--- config.mk ---
export PLATFORM = sky130hd
export DESIGN_NAME = if_id_skid_stage
export DESIGN_NICKNAME = d
export VERILOG_FILES = /design/src/rtl/pipe_pkg.sv /design/src/rtl/sat_counter.sv /design/src/rtl/if_id_skid_stage.sv
export SDC_FILE = /design/constraint.sdc
export NUM_CORES = 1
export LEC_CHECK = 0
export ABC_CLOCK_PERIOD_IN_PS = 2200
export CAP_MARGIN = 30
export CELL_PAD_IN_SITES_DETAIL_PLACEMENT = 1
export CELL_PAD_IN_SITES_GLOBAL_PLACEMENT = 1
export CORE_MARGIN = 2
export CORE_UTILIZATION = 36
export CTS_CLUSTER_DIAMETER = 150
export CTS_CLUSTER_SIZE = 10
export DETAILED_ROUTE_END_ITERATION = 7
export PLACE_DENSITY = 0.87
export SLEW_MARGIN = 40
export SYNTH_ARGS = -nofsm -noshare
export SYNTH_HDL_FRONTEND = slang
export SYNTH_HIERARCHICAL = 1
export SYNTH_SLANG_ARGS = --single-unit
--- constraint.sdc ---
create_clock -name clk -period 2.2 [get_ports clk]
set_input_delay 0.44 -clock clk [delete_from_list [all_inputs] [get_ports clk]]
set_output_delay 0.44 -clock clk [all_outputs]
set_load 0.02 [all_outputs]
--- src/rtl/pipe_pkg.sv ---
// rtl/pipe_pkg.sv - shared widths, state encoding and width helper for the IF/ID skid stage
package pipe_pkg;

  localparam int DEF_PC_W  = 8;
  localparam int DEF_OPC_W = 4;
  localparam int DEF_OPD_W = 8;
  localparam int DEF_CNT_W = 16;

  typedef enum logic [1:0] {
    EMPTY = 2'd0,
    BUSY  = 2'd1,
    FULL  = 2'd2
  } state_t;

  function automatic int instr_w(input int opc_w, input int opd_w);
    return opc_w + 2 * opd_w;
  endfunction

endpackage

--- src/rtl/sat_counter.sv ---
// rtl/sat_counter.sv - up counter that sticks at all-ones, cleared only by reset
module sat_counter #(
  parameter int CNT_W = 16
) (
  input  logic             clk,
  input  logic             rst,
  input  logic             inc,
  output logic [CNT_W-1:0] count
);

  always_ff @(posedge clk) begin
    if (rst) begin
      count <= '0;
    end else if (inc && (count != {CNT_W{1'b1}})) begin
      count <= count + CNT_W'(1);
    end
  end

endmodule

--- src/rtl/if_id_skid_stage.sv ---
// rtl/if_id_skid_stage.sv - IF->ID register with valid/ready handshakes, 2-entry skid, flush and decode
module if_id_skid_stage
  import pipe_pkg::*;
#(
  parameter int PC_W  = DEF_PC_W,
  parameter int OPC_W = DEF_OPC_W,
  parameter int OPD_W = DEF_OPD_W,
  parameter int CNT_W = DEF_CNT_W,
  localparam int INSTR_W = instr_w(OPC_W, OPD_W)
) (
  input  logic               clk,
  input  logic               rst,
  input  logic               flush,
  input  logic               in_valid,
  output logic               in_ready,
  input  logic [PC_W-1:0]    in_pc,
  input  logic [INSTR_W-1:0] in_instr,
  output logic               out_valid,
  input  logic               out_ready,
  output logic [PC_W-1:0]    out_pc,
  output logic [INSTR_W-1:0] out_instr,
  output logic [OPC_W-1:0]   out_opcode,
  output logic [OPD_W-1:0]   out_a,
  output logic [OPD_W-1:0]   out_b,
  output logic [CNT_W-1:0]   stall_cnt
);

  state_t             state;
  logic [PC_W-1:0]    main_pc, skid_pc;
  logic [INSTR_W-1:0] main_instr, skid_instr;
  logic               in_fire;

  assign in_ready  = !rst && !flush && (state != FULL);
  assign out_valid = (state != EMPTY);
  assign in_fire   = in_valid && in_ready;

  always_ff @(posedge clk) begin
    if (rst) begin
      state      <= EMPTY;
      main_pc    <= '0;
      main_instr <= '0;
      skid_pc    <= '0;
      skid_instr <= '0;
    end else if (flush) begin
      // Only the valid state is dropped; data registers keep their contents.
      state <= EMPTY;
    end else begin
      case (state)
        EMPTY: begin
          if (in_fire) begin
            main_pc    <= in_pc;
            main_instr <= in_instr;
            state      <= BUSY;
          end
        end
        BUSY: begin
          if (in_fire && out_ready) begin
            main_pc    <= in_pc;
            main_instr <= in_instr;
          end else if (in_fire) begin
            skid_pc    <= in_pc;
            skid_instr <= in_instr;
            state      <= FULL;
          end else if (out_ready) begin
            state <= EMPTY;
          end
        end
        FULL: begin
          if (out_ready) begin
            main_pc    <= skid_pc;
            main_instr <= skid_instr;
            state      <= BUSY;
          end
        end
        default: state <= EMPTY;
      endcase
    end
  end

  assign out_pc     = main_pc;
  assign out_instr  = main_instr;
  assign out_opcode = main_instr[INSTR_W-1 -: OPC_W];
  assign out_a      = main_instr[2*OPD_W-1 -: OPD_W];
  assign out_b      = main_instr[OPD_W-1:0];

  sat_counter #(.CNT_W(CNT_W)) u_stall_cnt (
    .clk   (clk),
    .rst   (rst),
    .inc   (out_valid && !out_ready),
    .count (stall_cnt)
  );

endmodule
# Yosys cells after proc, flatten, opt, wreduce, memory -nomap -nowiden
# Cells that the tools add are included.
[totals] regBits=74 latchBits=0 ram_bits=0 romBits=0 input_bits=33 out_inout_bits=66 n_memories=0
[op_classes] add_sub_neg=1 n_mul=0 div=0 n_lt_le_gt_ge=0 n_eq_ne=9 n_shift=0 muxes=14 n_bitwise=2 reduce_logical=16
[ops] cell="$mux W20" count=3
[ops] cell="$pmux W20 S3" count=1
[ops] cell="$mux W8" count=3
[ops] cell="$pmux W8 S3" count=1
[ops] cell="$add A16 B1 Y16 const B" count=1
[ops] cell="$ne A16 B16 Y1 const B" count=1
[ops] cell="$mux W2" count=5
[ops] cell="$ne A2 B2 Y1 const B" count=5
[ops] cell="$reduce_and A4 Y1" count=2
[ops] cell="$logic_and A1 B1 Y1" count=6
[ops] cell="$pmux W2 S3" count=1
[ops] cell="$reduce_and A5 Y1" count=1
[ops] cell="$logic_not A1 Y1" count=3
[ops] cell="$ne A3 B3 Y1 const B" count=1
[ops] cell="$reduce_bool A3 Y1" count=1
[ops] cell="$eq A2 B1 Y1 const B" count=1
[ops] cell="$eq A2 B2 Y1 const B" count=1
[ops] cell="$logic_not A2 Y1" count=1
[ops] cell="$not A1 Y1" count=2
[ops] cell="$reduce_bool A2 Y1" count=1
[ops] cell="$reduce_or A2 Y1" count=1

# Logic depth before layout (Yosys ltp)
# Gate-level depths: netlist (run 1).
[depth] depth_word=7 depth_mapped=7 depth_no_buf=6

# By module
# Netlist (run 1), hierarchy kept.
[modules_own_cells] module="if_id_skid_stage" instances=1 cells_each=305 area_per_inst_um2=2841.5 seq_area_each_um2=1161.1
[modules_own_cells] module="sat_counter" instances=1 cells_each=99 area_per_inst_um2=848.3 seq_area_each_um2=320.3

# Worst setup path before layout (run 1)
# OpenSTA, ideal clock, no wires.
[synth_timing] path_type="register to register" startpoint="register state[1]" endpoint="register u_stall_cnt.count[9]" setup_time_ns=0.070 arrival_ns=1.816 required_time_ns=2.130 slack_ns=0.313 path_stages_with_launch=8 synth_period_minus_slack_ns=1.887 cell_sequence="dfxtp_1 > buf_2 > or2_2 > nor2b_1 > nand2_1 > clkbuf_1 > or4_1 > a21oi_1"
[synth_via] elab_chain_cells=3
[synth_rtl] element="from (decl)" line_no="if_id_skid_stage.sv:28" rtl="state_t state;"
[synth_rtl] element="from (signal assigned)" line_no="if_id_skid_stage.sv:39" rtl="state <= EMPTY;"
[synth_rtl] element="from (signal assigned)" line_no="if_id_skid_stage.sv:46" rtl="state <= EMPTY;"
[synth_rtl] element="from (signal assigned)" line_no="if_id_skid_stage.sv:53" rtl="state <= BUSY;"
[synth_rtl] element="$reduce_bool A2 Y1" line_no="if_id_skid_stage.sv:34" rtl="assign out_valid = (state != EMPTY);"
[synth_rtl] element="via out_valid" line_no="if_id_skid_stage.sv:18" rtl="output logic out_valid,"
[synth_rtl] element="$logic_and A1 B1 Y1" line_no="if_id_skid_stage.sv:89" rtl=".inc (out_valid && !out_ready),"
[synth_rtl] element="$logic_and A1 B1 Y1" line_no="sat_counter.sv:14" rtl="end else if (inc && (count != {CNT_W{1'b1}})) begin"
[synth_rtl] element="to (signal assigned)" line_no="sat_counter.sv:15" rtl="count <= count + CNT_W'(1);"
[synth_rtl] element="to (decl)" line_no="sat_counter.sv:8" rtl="output logic [CNT_W-1:0] count"
# The timed path passes the listed nets, and every way through them passes these cells.
# A chain may end at the register's enable or synchronous reset.

# Final worst setup path (run 1)
[layout_timing] startpoint="register state[0]" endpoint="output out_valid"
[layout_via] elab_chain_cells=1
[layout_rtl] element="$reduce_bool A2 Y1" line_no="if_id_skid_stage.sv:34"
[layout_rtl] element="to (decl)" line_no="if_id_skid_stage.sv:18"
# Every way passes these cells.

==> flow_summary.ini, run 1 <==
[status]
status = finished clean

[synthesis]
seq_area_frac_synth_pct = 40.1
synth_ff_type = dfxtp_1
yosys.area_share.simple_pct = 15.1
mappedNetlistArea_sq_um = 3690
synth.largest_area_cell = dfxtp_1
yosys_warnings = 6
synth_xor_area_share_pct = 0.475
synthTopCellsByArea = dfxtp_1 (40%), mux2i_1 (8.1%), a311oi_1 (6.6%)
syn_area_per_cell_sq_um = 9.13
synth_top_family_by_area = compound AO/OA/AOI/OAI gates
ys_async_sr_fraction_pct = 0
yosysMostFrequentCell = dfxtp_1
synthMuxAreaShare_pct = 8.44
yosys.area_share.adder_pct = 0.339
synth_fp_nets = 438
synth-compound-area-share_pct = 25.1
ys_ff_latch = 74
synth_top_area_share_pct = 40.1
syn_inst = 404
synth_common_cells = dfxtp_1 (74), a21oi_1 (39), nand3_1 (34)
synth_enable_flop_cells = 0
synth_cell_type_count = 46

[layout]
drive_gt1_share_pct = 11.6
utilization_pct = 49.5
nFillCells = 1123
antenna_cells = 0
final_nets = 510
seq_area_sq_um = 1480
finalNonFillerCells = 614
multi_input_area_sq_um = 1850
area.growth.synth_to_final_pct = 32.2

[detailed_routing]
post-route-drc-count = 0
wl_per_cell_um = 18.2
first_pass_iters = 4
drt-vias-per-instance = 5.69
ant_nets = 0
drtIter0Drc = 121
route.vias.total = 3495
drt_wl_total_um = 11200

[pwr]
power.density_nw_per_um2 = 594
p_leak_uw = 0.00174
vdd_ir_drop_max_uv = 258

[floorplan]
rows = 36
num_io_pins = 99
dieHeight_um = 105
core_area_sq_um = 9860
dieArea_sq_um = 11100
start_util_pct = 37.4
dieWidth_um = 105

[flow_run]
cap_violations = 0

[critical_path]
worstPathArrival_ps = 1640
worstReg2RegEnd = u_stall_cnt/count[15]
rr_worst_depth = 6
cp.required_ps = 1760
startpoint_type = flop
cp-end-kind = primary output
worst-path-max-fanout = 9
crit_type = flop to primary output
rrSetupSlack_ps = 260
r2r-start = state[0]

[global_routing]
grt_overflow = 0
grt_usage_pct = 20.1
grt_first_pass_wirelength_um = 18200
antenna_found_initial = 0
grt_pass1_vias = 3572
grt_max_degree = 64

[place]
io_buffers = 98
place.gp.congestion = 0.783
hpwl_um = 7880
dp.cells = 598

[clock_tree]
cts_tree = done
post-cts-setup-buffer-count = 0
path_clk_slew_ps = 80
cts_sinks = 74
htree_levels = 3
clk_latency_ps = 360
holdBufCountCts = 0
cts_buffers = 9
clock-root-buffer = clkbuf_8
cts_buffer_depth = 2

[min_path]
min_from = skid_pc[4]
worstHoldEndpoint = skid_pc[4]
hp-class = flop to flop
hold_depth = 2

[timing]
max_slew_margin_pct = 50.7
slew_violations = 0
tightest_slew_ps = 739
period_share_pct = 94.6
clock_skew_ps = 11.4
min_period_ps = 2080
setup-violations-final = 0
rsz0062_at_grt = false
hold_violations = 0
max_freq_ghz = 0.480
whs_ps = 478
-- kinds of logic after synthesis --
| group | Yosys count |
|---|---|
| and+or+nand+nor | 92 |
| DFF | 74 |
| xor gates and xnor gates | 2 |
| buffers and inverters | 65 |
| AOI/OAI and AO/OA | 139 |
| muxes | 31 |
| adders and majority gates | 1 |
-- what timing repair did --
action,4_1_cts,5_1_grt
resized for setup,2,0
endpoints found under the setup margin,2,0
endpoints found under the hold margin,0,0
-- where the power goes --
| part | switching (uW) | internal [uW] |
|---|---|---|
| Combinational | 230 | 205 |
| Clock | 535 | 526 |
| Sequential | 28.4 | 1370 |
| Total | 794 | 2100 |
-- how the worst max path moves through the flow --
stage	from	endpoint	slack, ps	cells after the start
floorplan	state[1]	u_stall_cnt/count[9]	310	7
global placement	flush	out_instr[4]	-10	5
detailed placement	flush	out_instr[5]	-130	5
CTS	state[0]	out_valid	100	2
global route	state[0]	out_valid	40	2
finish	state[0]	out_valid	120	2
-- sequential cells by signal, indices dropped and copies added (netlist names) --
register           cells
out_instr             20
skid_instr            20
u_stall_cnt/count     16
out_pc                 8
skid_pc                8
state                  2
-- critical path, stage by stage, from the launching register on --
cell and delay, ps:
dfxtp_1 500, or2_2 190, clkdlybuf4s50_1 600
-- per-layer routing --
layer	GRT usage, %	part of all wire (%)
met5	0	0
met3	4.76	4.4
met4	5.24	1.2
met2	35.2	50
met1	24.7	44
-- cells in the final DEF, fill, tap and decap left out, drive strengths merged, types with 3 or more instances in the layout --
cell type	Yosys	layout
dfxtp	74	74
nand4	4	4
o31ai	6	6
or3	3	3
clkinvlp	0	3
or4	7	7
a211oi	29	29
nand2	8	8
nor4	3	3
nor2	9	9
o21ai	32	32
inv	3	4
a21oi	39	39
clkdlybuf4s50	0	96
clkbuf	16	10
a311oi	28	28
nor2b	4	4
mux2i	30	30
buf	46	26
and4	3	3
nor3	4	4
nand3	34	34
-- per-stage QoR --
stage / TNS, ps / total power (uW) / instance area [sq um] / worst slack (ps)
3_5_place_dp: -2330 / 1870 / 4680 / -130
2_1_floorplan: 0 / 1660 / 3690 / 313
3_3_place_gp: -176 / 1850 / 4680 / -14.6
4_1_cts: 0 / 2930 / 4880 / 97.9
6_report: 0 / 2900 / 4880 / 119
5_1_grt: 0 / 3020 / 4880 / 39.9
-- cell type report --
| type | count | area share [%] |
|---|---|---|
| Clock buffer | 10 | 2.62 |
| Clock inverter | 6 | 1.36 |
| Inverter | 3 | 0.231 |
| Multi-Input combinational cell | 265 | 37.9 |
| Sequential cell | 74 | 30.4 |
| Tap cell | 133 | 3.41 |
| Timing Repair Buffer | 123 | 24.1 |
No activity file was read; power rests on OpenSTA's default activity.
==> run 2: changes to the inputs <==
--- a/config.mk
+++ b/config.mk
@@ -11,2 +11,3 @@
 export CELL_PAD_IN_SITES_GLOBAL_PLACEMENT = 1
+export CORE_ASPECT_RATIO = 1.2
 export CORE_MARGIN = 2
@@ -16,2 +17,3 @@
 export DETAILED_ROUTE_END_ITERATION = 7
+export HOLD_SLACK_MARGIN = 0.08
 export PLACE_DENSITY = 0.87
--- a/constraint.sdc
+++ b/constraint.sdc
@@ -3,2 +3,2 @@
 set_output_delay 0.44 -clock clk [all_outputs]
-set_load 0.02 [all_outputs]
+set_load 0.1 [all_outputs]
==> flow_summary.ini, run 2 (same netlist as run 1, synthesis figures left out) <==
[clock_tree]
cts_buffers = 9
cts_buffer_depth = 2
ctsResizeCount = 0
path_clk_slew_ps = 60
holdBufCountCts = 0
post-cts-setup-buffer-count = 0
clk_latency_ps = 330
htree_levels = 3
cts_sinks = 74
cts_tree = done
clock-root-buffer = clkbuf_16

[timing]
whs_ps = 477
max_freq_ghz = 0.493
clock_skew_ps = 6.27
tightest_slew_ps = 790
slew_violations = 0
min_period_ps = 2030
hold_violations = 0
setup-violations-final = 0
max_slew_margin_pct = 47.3
finalSetupTns_ps = 0
rsz0062_at_grt = false
period_share_pct = 92.3

[floorplan]
core_area_sq_um = 10000
dieHeight_um = 115
num_io_pins = 99
start_util_pct = 36.9
dieArea_sq_um = 11100
rows = 40
dieWidth_um = 96.4

[layout]
most-common-layout-cells = buf_4 (92), dfxtp_1 (59), a21oi_1 (39), nand3_1 (34), clkdlybuf4s50_1 (31)
finalNonFillerCells = 611
final_common_cell = buf_4
utilization_pct = 48.5
nFillCells = 1171
final_nets = 513
area.growth.synth_to_final_pct = 31.5
drive_gt1_share_pct = 29.3

[global_routing]
grt_overflow = 0
grt_pass1_vias = 3628
antenna_found_initial = 1
grt_usage_pct = 21.6
grt_max_degree = 50
grt_first_pass_wirelength_um = 18500

[pwr]
p_leak_uw = 0.00194
vdd_ir_drop_max_uv = 415
power.density_nw_per_um2 = 723

[critical_path]
slowest_delay_ps = 450
worst-path-max-fanout = 3
crit_slowest_cell = clkdlybuf4s50_1
worstPathArrival_ps = 1590
cp.required_ps = 1760
startpoint_type = input pin
path_cells = clkdlybuf4s50_1, buf_4, nor2_2, and2_1, buf_12
crit_type = input pin to primary output
cp-end-kind = primary output

[min_path]
hp-class = flop to flop

[status]
status = finished clean

[place]
dp.cells = 594
hpwl_um = 8240
io_buffers = 98
place.gp.congestion = 0.804

[detailed_routing]
drt_wl_total_um = 11600
wl_per_cell_um = 19.0
first_pass_iters = 4
ant_nets = 0
drt-vias-per-instance = 5.76
drtIter0Drc = 137
route.vias.total = 3520
post-route-drc-count = 0

[flow_run]
cap_violations = 0
[run 2: cell count changes in the layout (fill, tap and decap cells not counted), moves of 8 or more]
cell and delta:
buf_4 +68, clkbuf_16 +9, clkbuf_8 -8, dfxtp_2 +14, dfxtp_1 -14, clkdlybuf4s50_1 -65
[run 2: metal layers]
metal	global-route usage (%)	up-vias	wire [um]	share of wire [%]
met5	0	-	0	0
met4	11.0	0	291	2.5
met3	3.01	17	392	3.4
met2	38.3	85	6100	53
met1	24.8	1746	4810	41
li1	-	1672	-	-
[run 2: path summary, 6_finish.rpt]
path	startpoint	to	slack (ps)	depth (start not counted)
setup reg to reg	state[1]	u_stall_cnt/count[6]	220	6
hold / removal	skid_pc[6]	skid_pc[6]	480	2
hold reg to reg	skid_pc[6]	skid_pc[6]	480	2
setup / recovery	flush	in_ready	170	5
[run 2: metrics by stage]
step / total power, uW / worst slack [ps] / instance area (sq um)
after detailed placement: 2160 / -115 / 4570
after global placement: 2150 / 13.0 / 4570
final: 3510 / 170 / 4850
after floorplan: 1970 / 7.71 / 3710
after global routing: 3630 / 98.9 / 4850
after CTS: 3540 / 160 / 4850
[run 2: power by group]
part           internal [uW]  total, uW  switching (uW)
sequential              1370       1400            31.2
combinational            193        733             540
clock                    794       1370             578
total                   2360       3510            1150
[run 2: area by class of cell]
cell class | instances | area [sq um] | area share [%]
diodes | 1 | 2.50 | 0.0516
clock buffers | 10 | 239 | 4.92
clock inverters | 6 | 40.0 | 0.825
inverters | 3 | 11.3 | 0.232
multi-input cells | 265 | 1860 | 38.3
flip-flops and latches | 74 | 1500 | 30.9
well taps | 126 | 158 | 3.25
repair buffers | 126 | 1050 | 21.6
[run 2: critical path, delay by kind of cell]
| family | cells | cell delay [ps] |
|---|---|---|
| buf+inv | 3 | 820 |
| simple gates | 2 | 330 |
==> run 3: changes to the inputs <==
CORE_UTILIZATION = 35   (was 36)
PLACE_DENSITY = 0.85   (was 0.87)
==> flow_summary.ini, run 3 (same netlist as run 1, synthesis figures left out) <==
[place]
hpwl_um = 8030
io_buffers = 98
place.gp.congestion = 0.797

[global_routing]
antenna_found_initial = 0
grt_max_degree = 32
grt_pass1_vias = 3694
grt_first_pass_wirelength_um = 18700
grt_overflow = 0
grt_usage_pct = 20.5

[min_path]
worstHoldEndpoint = skid_pc[6]
hp-class = flop to flop
min_from = skid_pc[6]
hold_depth = 2

[detailed_routing]
drtIter0Drc = 275
met1_length_um = 4730
wl_per_cell_um = 19.4
post-route-drc-count = 0
drt_wl_total_um = 11900
wl_met2_um = 6260
drt-vias-per-instance = 5.82
first_pass_iters = 4
wl_met3_um = 529
route.vias.total = 3561
top_layer = met4
ant_nets = 0

[timing]
max_slew_margin_pct = 52.0
min_period_ps = 1960
whs_ps = 479
slew_violations = 0
tightest_slew_ps = 710
setup-violations-final = 0
clock_skew_ps = 7.50
rsz0062_at_grt = false
finalSetupTns_ps = 0
hold_violations = 0
max_freq_ghz = 0.510
period_share_pct = 89.2

[clock_tree]
post-cts-setup-buffer-count = 0
cts_tree = done
clock-root-buffer = clkbuf_16
cts_sinks = 74
holdBufCountCts = 0
ctsResizeCount = 0
cts_buffer_depth = 2
htree_levels = 3
cts_buffers = 9
path_clk_slew_ps = 60
clk_latency_ps = 330

[layout]
area.growth.synth_to_final_pct = 32.7
drive_gt1_share_pct = 28.6
most-common-layout-cells = buf_4 (90), dfxtp_1 (59), a21oi_1 (39), nand3_1 (34), clkdlybuf4s50_1 (31)
utilization_pct = 47.0
antenna_cells = 0
final_common_cell = buf_4
final_nets = 512
nFillCells = 1173

[critical_path]
rr_worst_depth = 6
startpoint_type = flop
crit_type = flop to flop
cp-end-kind = flop
worstReg2RegEnd = u_stall_cnt/count[11]
worst-path-max-fanout = 18
worstPathArrival_ps = 2180
cp.required_ps = 2420
r2r-start = u_stall_cnt/count[0]
rrSetupSlack_ps = 240

[floorplan]
start_util_pct = 35.4
dieHeight_um = 116
core_area_sq_um = 10400
num_io_pins = 99
dieArea_sq_um = 11400
rows = 41
dieWidth_um = 97.7

[flow_run]
cap_violations = 0

[pwr]
p_leak_uw = 0.00195
vdd_ir_drop_max_uv = 409
power.density_nw_per_um2 = 764

[status]
status = finished clean
-- run 3: per-stage QoR --
stage / instances / cell area (sq um) / power, uW / setup slack [ps]
2_1_floorplan: 404 / 3710 / 1970 / 7.71
3_3_place_gp: 596 / 4580 / 2150 / 145
3_5_place_dp: 596 / 4580 / 2160 / 119
4_1_cts: 612 / 4890 / 3760 / 272
5_1_grt: 612 / 4890 / 3840 / 198
6_report: 612 / 4890 / 3740 / 238
-- run 3: worst max-delay path by stage --
stage / start / endpoint / slack (ps) / cells after the start
final: u_stall_cnt/count[0] / u_stall_cnt/count[11] / 240 / 6
after global routing: u_stall_cnt/count[0] / u_stall_cnt/count[11] / 200 / 6
after CTS: flush / in_ready / 270 / 4
after detailed placement: in_valid / out_instr[16] / 120 / 5
after global placement: out_ready / u_stall_cnt/count[11] / 150 / 5
after floorplan: u_stall_cnt/count[3] / u_stall_cnt/count[9] / 8 / 5
-- run 3: power by group --
group          internal [uW]  switching (uW)  leakage, uW  total [uW]
logic                    194             544      0.00119         738
registers               1370            27.8     0.000607        1400
clock network            998             602     0.000153        1600
-- run 3: critical path, stage by stage, from the launching register on --
cell	delay, ps
dfxtp_2	350
ha_1	260
nand3_1	150
nor4_4	40
buf_4	200
nor4bb_1	460
mux2_2	380
-- run 3: layer usage --
metal  up-vias  GRT usage [%]
li1       1667              -
met1      1748           22.5
met2       115           38.0
met3        31           3.77
met4         0           11.0
met5         -              0
-- run 3: cell type report --
class                      instances  area (sq um)  share of cell area (%)
tap                              129           161                    3.30
clock inverter                     6          90.1                    1.84
timing repair buffer             125          1050                    21.5
multi-input combinational        265          1850                    37.8
sequential                        74          1500                    30.6
clock buffer                      10           229                    4.68
inverter                           3          11.3                   0.230
==> variant, RTL diff (config.mk and constraints of run 3) <==
Register the output `stall_cnt`, with the module's reset; this adds one clock of latency there. The other outputs are not delayed to match.
--- a/src/rtl/if_id_skid_stage.sv
+++ b/src/rtl/if_id_skid_stage.sv
@@ -25,4 +25,6 @@
   output logic [CNT_W-1:0]   stall_cnt
 );
+
+  logic [CNT_W-1:0] stall_cnt_d;
 
   state_t             state;
@@ -88,6 +90,14 @@
     .rst   (rst),
     .inc   (out_valid && !out_ready),
-    .count (stall_cnt)
+    .count (stall_cnt_d)
   );
 
+  always_ff @(posedge clk) begin
+    if (rst) begin
+      stall_cnt <= '0;
+    end else begin
+      stall_cnt <= stall_cnt_d;
+    end
+  end
+
 endmodule
Behaviour: not the same (a bounded check fails within 4 cycles, from zero or initial values and one cycle with rst high).
==> variant against run 3 <==
Utilization is 1.1 points lower. Count of clock-buffer cells in the layout stayed put. Area after synthesis rose by 11%. Cell area increased by 8.0%. Sequential cell count is 16 higher. Wire length grew 1.4%. Setup slack improved by 70 ps. Power is 1.9% higher. Critical path type is now input pin to output pin. Largest cell class unchanged.
==> variant: results (changes against run 3) <==
status = completed
post-synthesis sequential area ratio = 0.439 (+0.0374)
WL met3 = 685 µm (+29%)
multi-input combinational area share = 0.365 (-0.0129)
Syn Area/Cell = 9.37 µm² (+2.6%)
critical path's top delay family = buffers and inverters
synthesis-to-finish area growth = 28.8%
met1 WL = 4750 µm (+0.44%)
top cells by count, synth = dfxtp_1, a21oi_1, nand3_1
r2r startpoint = u_stall_cnt/count[8]$_SDFFE_PP0P_
first-iteration detailed-routing DRC count = 148 (-46%)
hold_ws = 485 ps (+6.44 ps)
mux share of post-synthesis cell area = 0.0759 (-0.00854)
switching share of power = 0.313 (-0.000459)
Synth Area in Compound Gates = 0.220 (-0.0302)
vias per inst = 5.52 (-5.1%)
nets = 545 (+6.4%)
routed len/inst = 17.9 µm (-7.7%)
Setup Skew = 7.94 ps (+0.438 ps)
slew margin rel. = 0.656 (+0.135)
Seq. pwr = 1.69 mW (+21%)
setup slack, reg-to-reg = 360 ps (+120 ps)
Synthesized Nets = 472 (+7.8%)
Post-Syn Area = 4110 µm² (+11%)
DP HPWL = 8500 µm (+5.8%)
dpl cell area = 5020 µm² (+9.8%)
clk pwr = 1.38 mW (-14%)
data arrival time of the worst path = 1450 ps (-730 ps)
slowest CP cell = clkdlybuf4s50_1
FILL cells = 1347 (+15%)
variant: cell types whose count changed in the layout (fill, tap and decap cells not counted), moves of 4 or more:
cell,delta
o21ai_0,-18
dfxtp_1,+31
nor2b_1,+16
a211oi_2,-4
a211oi_1,+4
dfxtp_2,-15
o21ai_1,+18
variant: layer usage:
metal | vias up | GRT usage
li1 | 1765 | -
met1 | 1823 | 0.212
met2 | 101 | 0.352
met3 | 20 | 0.0433
met4 | 0 | 0.0872
met5 | - | 0
variant: worst paths after layout:
| path | depth (start not counted) | to |
|---|---|---|
| min reg2reg | 2 | skid_instr[18]$_SDFFE_PP0P_ |
| max reg2reg | 4 | u_stall_cnt/count[15]$_SDFFE_PP0P_ |
| min | 2 | skid_instr[18]$_SDFFE_PP0P_ |
| max | 4 | in_ready |
